`src/rtl/lfsr_gen.sv`:
```
`default_nettype none
// ============================================================================
// Module   : lfsr_gen
// Brief    : Fibonacci LFSR sequence source with a valid/ready output.
//            Supports reseed (load), wrap detection against the start value,
//            and STEPS single-bit shifts per accepted advance.
//            Optional build macro LFSR_LOCKUP_RECOVER_EN compiles in all-zero
//            state recovery (substitutes SEED and pulses lockup).
// Revision : 1.0 - initial release
// ============================================================================
module lfsr_gen #(
    parameter int unsigned      WIDTH = 16,
    parameter logic [WIDTH-1:0] TAPS  = 16'hB400,
    parameter logic [WIDTH-1:0] SEED  = 16'hACE1,
    parameter int unsigned      STEPS = 1
) (
    input  logic             clk,
    input  logic             rst,
    input  logic             load,
    input  logic [WIDTH-1:0] data,
    input  logic             out_ready,
    output logic             out_valid,
    output logic [WIDTH-1:0] q,
    output logic             wrap,
    output logic             lockup
);

    // Advance counter is wide enough never to saturate within one full period.
    localparam int unsigned c_CNT_W = WIDTH + 6;

    logic [WIDTH-1:0]   r_state;
    logic [WIDTH-1:0]   r_start;
    logic               r_valid;
    logic               r_wrap;
    logic [c_CNT_W-1:0] r_cnt;

    logic               w_hs;
    logic               w_upd;
    logic               w_match;
    logic               w_cnt_max;
    logic [WIDTH-1:0]   w_adv;
    logic [WIDTH-1:0]   w_cand;
    logic [WIDTH-1:0]   w_next;

    // The consumer takes q only when it is valid and no reseed competes.
    assign w_hs  = r_valid & out_ready & ~load;
    assign w_upd = load | w_hs;

    // Apply STEPS Fibonacci shifts to the current state in one cycle.
    always_comb begin
        logic [WIDTH-1:0] v_s;
        v_s = r_state;
        for (int k = 0; k < STEPS; k++) begin
            v_s = {v_s[WIDTH-2:0], ^(v_s & TAPS)};
        end
        w_adv = v_s;
    end

    // A reseed overrides any advance offered in the same cycle.
    assign w_cand = load ? data : w_adv;

`ifdef LFSR_LOCKUP_RECOVER_EN
    logic w_zero;
    logic w_lk;
    logic r_lockup;

    assign w_zero = (w_cand == '0);
    assign w_next = w_zero ? SEED : w_cand;
    assign w_lk   = w_upd & w_zero;

    // Flag, one cycle later, that an all-zero value was replaced by SEED.
    always_ff @(posedge clk or negedge rst) begin
        if (!rst) begin
            r_lockup <= 1'b0;
        end else begin
            r_lockup <= w_lk;
        end
    end

    assign lockup = r_lockup;
`else
    // Without recovery an all-zero value is stored as-is and the LFSR sticks.
    assign w_next = w_cand;
    assign lockup = 1'b0;
`endif

    // Wrap: an accepted advance lands back on the value the sequence began at.
    assign w_match   = w_hs & (w_next == r_start);
    assign w_cnt_max = &r_cnt;

    // Sequence state: reseed or advance, otherwise hold.
    always_ff @(posedge clk or negedge rst) begin
        if (!rst) begin
            r_state <= SEED;
        end else if (w_upd) begin
            r_state <= w_next;
        end
    end

    // Start value of the current sequence, refreshed on each reseed.
    always_ff @(posedge clk or negedge rst) begin
        if (!rst) begin
            r_start <= SEED;
        end else if (load) begin
            r_start <= w_next;
        end
    end

    // Output is valid except in the single bubble cycle after a reseed.
    always_ff @(posedge clk or negedge rst) begin
        if (!rst) begin
            r_valid <= 1'b0;
        end else begin
            r_valid <= ~load;
        end
    end

    // One-cycle wrap pulse; never raised by a load since w_hs excludes it.
    always_ff @(posedge clk or negedge rst) begin
        if (!rst) begin
            r_wrap <= 1'b0;
        end else begin
            r_wrap <= w_match;
        end
    end

    // Saturating count of advances since reset, reseed or the last wrap.
    always_ff @(posedge clk or negedge rst) begin
        if (!rst) begin
            r_cnt <= '0;
        end else if (load) begin
            r_cnt <= '0;
        end else if (w_hs) begin
            if (w_match) begin
                r_cnt <= '0;
            end else if (!w_cnt_max) begin
                r_cnt <= r_cnt + {{(c_CNT_W-1){1'b0}}, 1'b1};
            end
        end
    end

    assign q         = r_state;
    assign out_valid = r_valid;
    assign wrap      = r_wrap;

endmodule
`default_nettype wire

```
`config.mk`:
```
export PLATFORM = sky130hd
export DESIGN_NAME = lfsr_gen
export DESIGN_NICKNAME = d
export VERILOG_FILES = /design/src/rtl/lfsr_gen.sv
export SDC_FILE = /design/constraint.sdc
export NUM_CORES = 1
export LEC_CHECK = 0
export CAP_MARGIN = 20
export CORE_MARGIN = 10
export CORE_UTILIZATION = 44
export DETAILED_ROUTE_END_ITERATION = 10
export PLACE_DENSITY = 0.75
export SLEW_MARGIN = 20
export SYNTH_ARGS = -nofsm -noshare
export SYNTH_HDL_FRONTEND = slang
export SYNTH_SLANG_ARGS = --single-unit
```
`constraint.sdc`:
```
create_clock -name clk -period 1.2 [get_ports clk]
set_clock_uncertainty 0.05 [all_clocks]
set_input_delay 0.18 -clock clk [delete_from_list [all_inputs] [get_ports clk]]
set_output_delay 0.18 -clock clk [all_outputs]
set_load 0.1 [all_outputs]
```
==> results of run 1 <==
registers in the layout (all words and copies together) (netlist names):
signal     cells
q             16
wrap           1
r_start       16
out_valid      1
synth_stat cells (2+ instances only):
cell	number
nor4_2	2
buf_2	3
dfstp_2	16
nand4_1	2
o21ai_0	3
mux2i_1	15
dfrtp_1	18
buf_6	2
xnor2_1	7
mux2_2	16
nand2_1	5
a21oi_1	14
xor2_1	12
nor2_1	13
cells by family after synthesis:
| kind of cell | synth area share, % |
|---|---|
| compound gates | 5.191 |
| xor+xnor | 10.15 |
| buf+inv | 3.205 |
| flops | 53.13 |
| mux | 20.99 |
| other cells | 0.2288 |
| simple gates | 7.099 |
stage by stage:
step	cells	cell area (sq um)	setup slack, ns	hold WS [ns]	utilization, %
6_report	277	3173	-0.4986	0.1980	87.33
5_1_grt	277	3173	-0.6051	0.2039	87.33
4_1_cts	268	3004	-0.3590	0.2020	82.68
3_5_place_dp	248	2570	-0.8893	0.4725	70.73
3_3_place_gp	248	2570	-0.7969	0.4616	70.73
2_1_floorplan	135	1720	-0.4212	-0.1656	-
power by group:
part	switching (uW)	internal (uW)	total, uW	leakage [uW]
sequential	152	1390	1540	0.000373
clock	457	611	1070	0.0000579
combinational	1300	1070	2380	0.000906
layout make-up:
cell class,instances,area (sq um)
clock buffer,5,68.82
clock inverter,3,40.04
fill,164,460.4
inverter,1,7.507
multi-input combinational,96,940.9
sequential,34,922.1
tap,48,60.06
timing repair buffer,90,1134
path summary, 6_finish.rpt:
path / startpoint / endpoint / cells past startpoint / slack, ns
setup / recovery: q[15] / wrap / 5 / -0.50
hold / removal: rst / r_start[1] / 2 / 0.20
setup reg to reg: q[15] / wrap / 5 / -0.50
hold reg to reg: r_start[4] / r_start[4] / 1 / 0.49
max in group asynchronous: rst / q[11] / 2 / 0.65
min in group clk: out_ready / q[6] / 4 / 0.30
placed cells by master (no fill, tap or decap), drive strengths merged, types with 2 or more instances in the layout:
master,netlist,routed
clkdlybuf4s50,0,17
nand4,2,2
dfrtp,18,18
buf,6,70
nand2,5,8
xnor2,7,7
dfstp,16,16
o21ai,3,3
a21oi,14,14
clkinv,0,2
clkbuf,1,5
xor2,12,12
nor2,13,13
mux2,16,16
bufbuf,0,2
mux2i,16,16
nor4,3,3
metal layers:
| layer | vias up | track usage, % | wire length, um |
|---|---|---|---|
| met5 | - | 0 | 0 |
| li1 | 649 | - | - |
| met2 | 37 | 32.88 | 3360 |
| met3 | 13 | 5.629 | 265 |
| met1 | 763 | 18.38 | 2341 |
| met4 | 0 | 8.478 | 186 |
timing repair:
item / in CTS / in global routing
resized for setup: 40 / 27
pin swaps: 2 / 2
buffers inserted: 9 / 14
hold buffers: 0 / 0
setup endpoints to repair: 40 / 34
gates cloned: 4 / 1
endpoints found under the hold margin: 0 / 0
==> impl_metrics.toml, run 1 <==
[run_status]
outcome = "complete, but fails checks"
failing_checks = "setup timing"

[placed_design]
finalWeightedCongestion = 0.7537
port-buffer-count = 37
place_hpwl_um = 3092

[worst_hold_path]
worst_min_delay_path_class = "input pin to asynchronous set/reset pin"

[finish]
flow.area_growth_from_synthesis_pct = 93.59
n_antenna_cell = 0
drive_above_1_share_pct = 66.38
fin_nets = 248

[synth]
mapped_cells = 135
post_synth_net_total = 155
syn_avg_cell_area_sq_um = 12.14
async_flop_share_pct = 100.0
synth_edf_count = 0
synth_flop_cell = "dfrtp_1"
synthDominantAreaCellType = "dfrtp_1"
synthDominantCellAreaShare_pct = 27.48
yosys-top-cells-area = "dfrtp_1, dfstp_2, mux2_2"
synth_sequential_area_ratio_pct = 53.13
synthesis.yosys.warnings = 0
number_of_library_cell_types_mapped_by_synthesis = 21
register_bit_total_from_synthesis = 34
syn-cell-area_sq_um = 1639

[critical_path]
critPathSlowestCell = "dfstp_4"
cp_cell_sequence = "xor2_2 -> xnor2_1 -> mux2i_1 -> xnor2_1 -> nor4_2"
timing.critical_path.mode_cell = "xnor2_1"
timing.setup.critical_path_class = "flip-flop to flip-flop"
critical_path_buf_inv_count = 0
worstPathMaxFanout = 2
worstSetupStartpointType = "flip-flop"
arrival_ns = 1.84
timing.critical_path.max_delay_family = "flip-flops"
critical_path.endpoint_type = "flip-flop"
critical-path-max-stage-delay_ns = 0.63
required_ns = 1.35

[drt]
drtIter0Drc = 72
via_count = 1462
drc_errors = 0
post_drt_wl_per_cell_um = 22.21
route.antenna.remaining_nets = 0
post_drt_via_cell_ratio = 5.278
count_of_tritonroute_iterations_in_the_first_routing_pass = 6
wl_um = 6153

[floorplanning]
coreArea_sq_um = 3633
row_count = 22
io_pins = 39
die-area_sq_um = 6567
die_width_um = 81.04
die_h_um = 81.04
floorplan.initialDensity_pct = 45.11

[pwr]
design_power_total_uw = 4988
powerDensity_nw_per_um2 = 1572
max-vdd-ir-drop_uv = 1087
leak_pwr_uw = 0.001337

[global_routing]
largest_net_degree_at_the_start_of_global_routing = 35
via_count_of_the_first_global_routing_pass = 1594
first_pass_grt_wire_length_um = 8742
number_of_antenna_violations_at_the_first_check_in_global_routing = 0
grt-ovfl-total = 0
gr-usage-all-layers_pct = 18.05

[job]
max_cap_violations = 0

[clock_network]
tritoncts.num_buffers = 5
clk_pin_slew_ns = 0.07
cts_tree = "built"
clockBufferDepth = 2
cts_sinks = 34
root_buffer_cell = "clkbuf_8"
cts_max_level = 2
worst_skew_pair.late_latency_ns = 0.30

[timing]
min_period_ns = 1.699
max_freq_ghz = 0.5887
slew_viol_final = 0
fin_setup_tns_ns = -3.832
rsz0062_at_grt = "true"
final.setup.worst_slack_ns = -0.4986
finalHoldViolCount = 0
final.period_utilization_pct = 141.6
timing.final.setup_violations = 20
Note: power is estimated with default switching activity, not from simulation.
==> inputs of run 2 (changes only) <==
--- a/config.mk
+++ b/config.mk
@@ -8,6 +8,7 @@
 export CAP_MARGIN = 20
 export CORE_MARGIN = 10
 export CORE_UTILIZATION = 44
+export CTS_CLUSTER_SIZE = 25
 export DETAILED_ROUTE_END_ITERATION = 10
 export PLACE_DENSITY = 0.75
 export SLEW_MARGIN = 20
==> results of run 2 <==
Same layout as run 1: the final DEF is identical, and so are final timing and power.
